[src/rtl/kmp_search_ctrl.sv]
// Knuth-Morris-Pratt search sequencer: loads the pattern, builds its failure table,
// then scans the text ROM once, counting overlapping matches without rewinding.
module kmp_search_ctrl #(
  parameter int PAT_W    = 3,
  parameter int TEXT_W   = 14,
  parameter int TEXT_LEN = 11064,
  parameter int DATA_W   = 8,
  parameter int COUNT_W  = 8
) (
  input  logic               clk,
  input  logic               rst,
  input  logic               inicio,
  input  logic [PAT_W:0]     pat_len,
  output logic [PAT_W-1:0]   pat_addr,
  input  logic [DATA_W-1:0]  pat_data,
  output logic [TEXT_W-1:0]  text_addr,
  input  logic [DATA_W-1:0]  text_data,
  output logic [COUNT_W-1:0] instancias,
  output logic               busy,
  output logic               done,
  output logic [3:0]         actual_state
);
  localparam int PMAX = 1 << PAT_W;
  localparam logic [PAT_W:0]    PMAX_L = (PAT_W+1)'(PMAX);
  localparam logic [TEXT_W-1:0] T_LAST = TEXT_W'(TEXT_LEN - 1);

  typedef enum logic [3:0] {
    IDLE = 4'd0, LOAD = 4'd1, FAIL = 4'd2, SCAN_WAIT = 4'd3, SCAN_CMP = 4'd4, DONE = 4'd5
  } state_t;

  state_t             state_q, state_d;
  logic [PAT_W:0]     len_q, len_d, i_q, i_d, k_q, k_d, q_q, q_d, l_clamp;
  logic [PAT_W-1:0]   pat_addr_q, pat_addr_d;
  logic [TEXT_W-1:0]  t_q, t_d;
  logic [COUNT_W-1:0] cnt_q, cnt_d;
  logic               busy_q, busy_d, done_q, done_d, adv;
  logic [DATA_W-1:0]  pat_q  [PMAX];
  logic [DATA_W-1:0]  pat_d  [PMAX];
  logic [PAT_W:0]     fail_q [PMAX];
  logic [PAT_W:0]     fail_d [PMAX];

  always_comb begin
    state_d    = state_q;
    len_d      = len_q;
    i_d        = i_q;
    k_d        = k_q;
    q_d        = q_q;
    pat_addr_d = pat_addr_q;
    t_d        = t_q;
    cnt_d      = cnt_q;
    pat_d      = pat_q;
    fail_d     = fail_q;
    adv        = 1'b0;
    l_clamp    = (pat_len > PMAX_L) ? PMAX_L : pat_len;
    case (state_q)
      IDLE, DONE: begin
        if (inicio) begin
          len_d      = l_clamp;
          cnt_d      = '0;
          pat_addr_d = '0;
          t_d        = '0;
          i_d        = '0;
          state_d    = (l_clamp == '0) ? DONE : LOAD;
        end
      end
      LOAD: begin
        // i_q counts LOAD cycles; ROM data trails the address by one cycle
        if (i_q != '0) pat_d[PAT_W'(i_q - 1'b1)] = pat_data;
        if (i_q == len_q) begin
          state_d   = FAIL;
          i_d       = (PAT_W+1)'(1);
          k_d       = '0;
          fail_d[0] = '0;
        end else begin
          i_d = i_q + 1'b1;
          if (i_q + 1'b1 < len_q) pat_addr_d = PAT_W'(i_q + 1'b1);
        end
      end
      FAIL: begin
        if (i_q == len_q) begin
          state_d = SCAN_WAIT;
          q_d     = '0;
        end else if (pat_q[PAT_W'(i_q)] == pat_q[PAT_W'(k_q)]) begin
          fail_d[PAT_W'(i_q)] = k_q + 1'b1;
          k_d = k_q + 1'b1;
          i_d = i_q + 1'b1;
        end else if (k_q != '0) begin
          k_d = fail_q[PAT_W'(k_q - 1'b1)];
        end else begin
          fail_d[PAT_W'(i_q)] = '0;
          i_d = i_q + 1'b1;
        end
      end
      SCAN_WAIT: state_d = SCAN_CMP;
      SCAN_CMP: begin
        if (text_data == pat_q[PAT_W'(q_q)]) begin
          adv = 1'b1;
          if (q_q + 1'b1 == len_q) begin
            if (cnt_q != '1) cnt_d = cnt_q + 1'b1;
            q_d = fail_q[PAT_W'(len_q - 1'b1)];
          end else begin
            q_d = q_q + 1'b1;
          end
        end else if (q_q != '0) begin
          // fall back through the table; text_data stays valid since text_addr holds
          q_d = fail_q[PAT_W'(q_q - 1'b1)];
        end else begin
          adv = 1'b1;
        end
      end
      default: state_d = IDLE;
    endcase
    if (adv) begin
      if (t_q == T_LAST) begin
        state_d = DONE;
      end else begin
        t_d     = t_q + 1'b1;
        state_d = SCAN_WAIT;
      end
    end
    busy_d = (state_d == LOAD) || (state_d == FAIL) ||
             (state_d == SCAN_WAIT) || (state_d == SCAN_CMP);
    done_d = (state_d == DONE);
  end

  always_ff @(posedge clk) begin
    if (rst) begin
      state_q    <= IDLE;
      len_q      <= '0;
      i_q        <= '0;
      k_q        <= '0;
      q_q        <= '0;
      pat_addr_q <= '0;
      t_q        <= '0;
      cnt_q      <= '0;
      busy_q     <= 1'b0;
      done_q     <= 1'b0;
      for (int n = 0; n < PMAX; n++) begin
        pat_q[n]  <= '0;
        fail_q[n] <= '0;
      end
    end else begin
      state_q    <= state_d;
      len_q      <= len_d;
      i_q        <= i_d;
      k_q        <= k_d;
      q_q        <= q_d;
      pat_addr_q <= pat_addr_d;
      t_q        <= t_d;
      cnt_q      <= cnt_d;
      busy_q     <= busy_d;
      done_q     <= done_d;
      pat_q      <= pat_d;
      fail_q     <= fail_d;
    end
  end

  assign pat_addr     = pat_addr_q;
  assign text_addr    = t_q;
  assign instancias   = cnt_q;
  assign busy         = busy_q;
  assign done         = done_q;
  assign actual_state = state_q;
endmodule

[config.mk]
export PLATFORM = sky130hd
export DESIGN_NAME = kmp_search_ctrl
export DESIGN_NICKNAME = d
export VERILOG_FILES = /design/src/rtl/kmp_search_ctrl.sv
export SDC_FILE = /design/constraint.sdc
export NUM_CORES = 1
export LEC_CHECK = 0
export BUFFER_PORTS_ARGS = -buffer_cell sky130_fd_sc_hd__buf_4
export CORE_ASPECT_RATIO = 1.25
export CORE_MARGIN = 5
export CORE_UTILIZATION = 35
export DETAILED_ROUTE_END_ITERATION = 16
export SLEW_MARGIN = 20
export SYNTH_ARGS = -nofsm -noshare
export SYNTH_HDL_FRONTEND = slang
export SYNTH_SLANG_ARGS = --single-unit
[constraint.sdc]
create_clock -name clk -period 4.05 [get_ports clk]
set_input_delay 0.405 -clock clk [delete_from_list [all_inputs] [get_ports clk]]
set_output_delay 0.405 -clock clk [all_outputs]
set_load 0.02 [all_outputs]
==> results.yml, run 1 <==
floorplanning:
  core_area_um2: 24600
  num_rows: 64
  initial_utilization_pct: 35.7
  die_w_um: 152
  io_pins: 54
  die_area_um2: 28400
  die_h_um: 187
placement:
  port_buffers: 53
  dpl.hpwl_um: 17500
  routabilityCongestion: 0.870
power:
  ir_drop_uv: 285
  cellLeakagePower_nw: 3.91
  power_density_nw_per_um2: 330
  power_mw: 3.35
synth:
  synth_area_per_cell_um2: 9.82
  synth_fp_nets: 932
  ys_warn_count: 0
  ys_seq_area_share_pct: 32.6
  synthesis.area_um2: 8780
  synth-async-reset-ratio_pct: 0
  ys_ff_latch: 143
  synth_edf_count: 0
  synth_flop_cell: "dfxtp_1"
  synth.distinct_cells: 64
  synthCells: 894
routing:
  drt_iter0_markers: 450
  dr_wl_met2_um: 12300
  viasPerCell: 5.66
  top_layer: "met4"
  wl_met3_um: 1240
  routed_wl_um: 24300
  vias: 7184
  wl_per_cell_um: 19.1
  drc: 0
  dr.pass1.iters: 5
  met1_length_um: 10200
  drtAntennaViolNets: 0
global_route:
  grt_pass1_vias: 6990
  grt_antenna_before_repair: 0
  grt_max_degree: 97
  grt_usage_pct: 17.5
  grt_pass1_wl_um: 39100
  grt_overflow_total: 0
sta:
  hold_violations: 0
  max_slew_margin_pct: 31.0
  setup-violations-final: 0
  slew_violations: 0
  period_minus_slack_ns: 3.62
  fin_tns_setup_ns: 0
  finalCritPeriodShare_pct: 89.3
  tightest_slew_ns: 1.03
  rsz0062_at_grt: "false"
  clock.fmax_mhz: 277
  skew_ns: 0.0113
setup_path:
  r2r_setup_slack_ns: 0.43
  critPathCaptureType: "flop"
  critPathKind: "reg2reg"
  ff2ff_path_depth: 9
  critPathRequiredTime_ns: 4.40
  arrival_ns: 3.97
  startpoint_type: "flop"
  reg2reg_from: "q_q[1]"
  path_max_fanout: 15
  reg2reg_to: "text_addr[13]"
cells_and_area:
  mostFrequentLayoutCell: "mux2i_1"
  utilization_pct: 41.2
  nets: 966
  drive_above_1_share_pct: 19.5
  fillCellCount: 2400
  mostFrequentLayoutCells: "mux2i_1, dfxtp_1, nor2_1"
  antenna_cells: 0
  area_growth_pct: 15.5
clocking:
  cts_resized: 0
  clkSinkCount: 143
  cts.htree.levels: 4
  numCtsBuffers: 17
  cts-root-buf: "clkbuf_16"
  clock_path_buffers: 2
  postCtsSetupBuffers: 0
  path_clk_slew_ns: 0.06
  hold_buffers: 0
  clock_latency_ns: 0.43
  cts_tree: "yes"
min_path:
  min_path_type: "in2reg"
  hold-path-endpoint: "len_q[3]"
  min_delay_path_depth: 3
  worstHoldStart: "pat_len[3]"
run:
  maxCapViolations: 0
run_status:
  status: "complete, no violations"
==> cells by family after synthesis <==
| family | after synthesis | synth area share, % |
|---|---|---|
| AO/OA/AOI/OAI | 123 | 9.42 |
| flip-flops | 143 | 32.6 |
| adder cells (fa/ha/maj) | 15 | 2.14 |
| multiplexers | 212 | 32.6 |
| AND/OR/NAND/NOR | 282 | 15.6 |
| XOR/XNOR | 34 | 3.39 |
| buffers and inverters | 84 | 4.23 |
| other | 1 | 0.0427 |
==> stage by stage <==
| stage | hold slack (ns) | instances | worst slack [ns] | area, um2 |
|---|---|---|---|---|
| after floorplan | 0.451 | 894 | 0.953 | 8780 |
| after global placement | 0.461 | 1239 | 0.528 | 9490 |
| after detailed placement | 0.463 | 1239 | 0.451 | 9490 |
| after CTS | 0.236 | 1270 | 0.444 | 10100 |
| after global routing | 0.267 | 1270 | 0.144 | 10100 |
| final | 0.250 | 1270 | 0.434 | 10100 |
==> sequential cells by signal, summed over array words and instances, names as in the netlist <==
signal        cells
done              1
len_q             4
text_addr        14
instancias        8
fail_q           32
k_q               4
pat_q            64
actual_state      4
busy              1
pat_addr          3
i_q               4
q_q               4
==> worst max-delay path by stage <==
stage,endpoint,start
floorplan,instancias[5],q_q[1]
global placement,text_addr[13],q_q[1]
detailed placement,text_addr[13],q_q[1]
CTS,text_addr[13],q_q[1]
global route,text_addr[13],q_q[1]
finish,text_addr[13],q_q[1]
==> where the power goes <==
part | switching (mW) | internal, mW
Combinational | 0.121 | 0.0616
Clock | 0.633 | 1.11
Sequential | 0.00919 | 1.41
==> metal layers <==
layer	vias up	global-route usage (%)
met5	-	0
met3	44	3.59
met1	3548	22.3
met2	210	29.3
li1	3382	-
met4	0	5.88
==> layout make-up <==
class / count / area [um2] / share of cell area [%]
clock buffer: 19 / 443 / 4.37
inverter: 20 / 75.1 / 0.741
sequential: 143 / 2860 / 28.2
tap: 330 / 413 / 4.07
multi-input combinational: 667 / 5540 / 54.7
timing repair buffer: 79 / 593 / 5.85
clock inverter: 12 / 206 / 2.04
==> synthesized netlist by cell type (8+ instances only) <==
cell type  instances  area [um2]
a21oi_1           36         180
and3_1             9        56.3
buf_1             15        56.3
buf_2              8        40.0
clkbuf_1          29         109
dfxtp_1          143        2860
ha_1              15         188
inv_1             17        63.8
mux2i_1          148        1480
mux4_2            56        1260
nand2_1           69         259
nand3_1           34         170
nor2_1            96         360
nor3_1             9        45.0
o211ai_1          11        82.6
o21ai_0           17        85.1
or3_1             10        62.6
xnor2_1           14         123
xor2_1            20         175
==> worst max-delay path: stages, from the launching register on <==
cell and delay, ns:
dfxtp_1 0.65, buf_4 0.35, mux2i_1 0.11, mux4_2 0.48
xor2_1 0.14, nand4_1 0.16, nor4_4 0.60, o21ai_2 0.31
or4_1 0.56, a21oi_1 0.15
Note: power is estimated with default switching activity, not from simulation.
==> inputs of run 2 (changes only) <==
--- a/config.mk
+++ b/config.mk
@@ -5,11 +5,11 @@
 export SDC_FILE = /design/constraint.sdc
 export NUM_CORES = 1
 export LEC_CHECK = 0
-export BUFFER_PORTS_ARGS = -buffer_cell sky130_fd_sc_hd__buf_4
 export CORE_ASPECT_RATIO = 1.25
 export CORE_MARGIN = 5
 export CORE_UTILIZATION = 35
 export DETAILED_ROUTE_END_ITERATION = 16
+export DONT_BUFFER_PORTS = 1
 export SLEW_MARGIN = 20
 export SYNTH_ARGS = -nofsm -noshare
 export SYNTH_HDL_FRONTEND = slang
==> run 2 against run 1 <==
- clock power down 7%
- utilization down 1.9 points
- clock skew about the same
- cell area down 4.6%
- critical endpoint is now instancias[6]
- critical path type unchanged
==> results.yml, run 2 (synthesis results as in run 1) <==
run_status:
  status: "complete, no violations"
clocking:
  numCtsBuffers: 17
  cts-root-buf: "clkbuf_16"
  hold_buffers: 0
  path_clk_slew_ns: 0.06
  clkSinkCount: 143
  cts_resized: 0
  postCtsSetupBuffers: 0
  clock_path_buffers: 2
  cts_tree: "yes"
  cts.htree.levels: 4
  clock_latency_ns: 0.43
setup_path:
  arrival_ns: 3.95
  cpPeakStageDelay_ns: 0.64
  crit_buf_inv: 2
  r2r_setup_slack_ns: 0.46
  critPathTopFamily: "compound AO/OA/AOI/OAI gates"
  critPathRequiredTime_ns: 4.41
  critPathCaptureType: "flop"
  critPathKind: "reg2reg"
  ff2ff_path_depth: 9
  reg2reg_to: "instancias[6]"
  reg2reg_from: "q_q[1]"
  path_max_fanout: 26
  cp_cell_sequence: "buf_4 -> inv_1 -> ha_1 -> xnor2_1 -> nand4_1 -> a311oi_1 -> a21oi_2 -> or4b_1 -> a21oi_1"
  slowest_stage: "ha_1"
  startpoint_type: "flop"
cells_and_area:
  drive_above_1_share_pct: 14.5
  largest_reg_flops: 64
  antenna_cells: 0
  nets: 909
  regMostFlops: "pat_q"
  mostFrequentLayoutCell: "mux2i_1"
  area_growth_pct: 10.2
  mostFrequentLayoutCells: "mux2i_1, dfxtp_1, nor2_1"
  fillCellCount: 2445
min_path:
  worstHoldStart: "rst"
  min_path_type: "in2reg"
  min_delay_path_depth: 1
  hold-path-endpoint: "text_addr[8]"
sta:
  hold_violations: 0
  rsz0062_at_grt: "false"
  tightest_slew_ns: 0.799
  fin_tns_setup_ns: 0
  skew_ns: 0.0112
  period_minus_slack_ns: 3.59
  slew_violations: 0
  setup-violations-final: 0
  hold_slack_ns: 0.0412
  max_slew_margin_pct: 46.6
  clock.fmax_mhz: 279
  finalCritPeriodShare_pct: 88.5
global_route:
  grt_overflow_total: 0
  grt_pass1_wl_um: 39200
  grt_pass1_vias: 7019
  grt_antenna_before_repair: 0
  met3_usage_pct: 3.93
  grt_util_met2_pct: 29.1
  use_met1_pct: 21.6
  grt_max_degree: 97
  grt_usage_pct: 17.4
  top_usage_layer: "met2"
floorplanning:
  die_area_um2: 28400
  num_rows: 64
  io_pins: 54
  initial_utilization_pct: 35.7
  die_h_um: 187
  core_area_um2: 24600
  die_w_um: 152
routing:
  viasPerCell: 5.67
  vias: 6880
  routed_wl_um: 24100
  drt_iter0_markers: 465
  drtAntennaViolNets: 0
  drc: 0
  dr.pass1.iters: 5
  wl_per_cell_um: 19.8
power:
  power_density_nw_per_um2: 329
  ir_drop_uv: 238
  cellLeakagePower_nw: 3.59
run:
  maxCapViolations: 0
placement:
  dpl.hpwl_um: 17200
  port_buffers: 0
  routabilityCongestion: 0.848
run 2: cell types whose count changed in the layout (fill, tap and decap cells not counted), sizes merged:
cell      previous run  this run
bufinv               5         3
clkinvlp             1         3
inv                 21        19
clkinv               5         8
buf                 79        22
run 2: how the worst max path moves through the flow:
stage / to / start / slack, ns / cells past startpoint
global placement: text_addr[13] / q_q[1] / 0.52 / 9
CTS: text_addr[13] / q_q[1] / 0.44 / 9
finish: instancias[6] / q_q[1] / 0.46 / 9
floorplan: instancias[5] / q_q[1] / 0.95 / 12
detailed placement: text_addr[13] / q_q[1] / 0.47 / 9
global route: text_addr[13] / q_q[1] / 0.20 / 9
run 2: report_power, final:
group	switching (mW)	internal [mW]
clock	0.640	0.986
sequential	0.0134	1.41
combinational	0.0860	0.0430
total	0.739	2.44
run 2: metrics by stage:
stage | setup slack, ns | total power [mW] | area (um2) | std cells | utilization (%)
floorplan | 0.953 | 1.57 | 8780 | 894 | -
global placement | 0.518 | 1.58 | 9060 | 1182 | 36.9
detailed placement | 0.468 | 1.58 | 9060 | 1182 | 36.9
CTS | 0.438 | 3.20 | 9670 | 1214 | 39.3
global route | 0.197 | 3.29 | 9670 | 1214 | 39.3
finish | 0.465 | 3.18 | 9670 | 1214 | 39.3
run 2: cell type report:
cell class                 instances  area [um2]  area share [%]
clock inverter                    13         163            1.68
timing repair buffer              22         165            1.71
inverter                          20        75.1           0.776
multi-input combinational        667        5550            57.4
sequential                       143        2860            29.6
clock buffer                      19         443            4.58
tap                              330         413            4.27
run 2: routing by layer:
layer  vias up  wire, um
li1       3263         -
met1      3356      9890
met2       202     12100
met3        59      1260
met4         0       814
met5         -         0
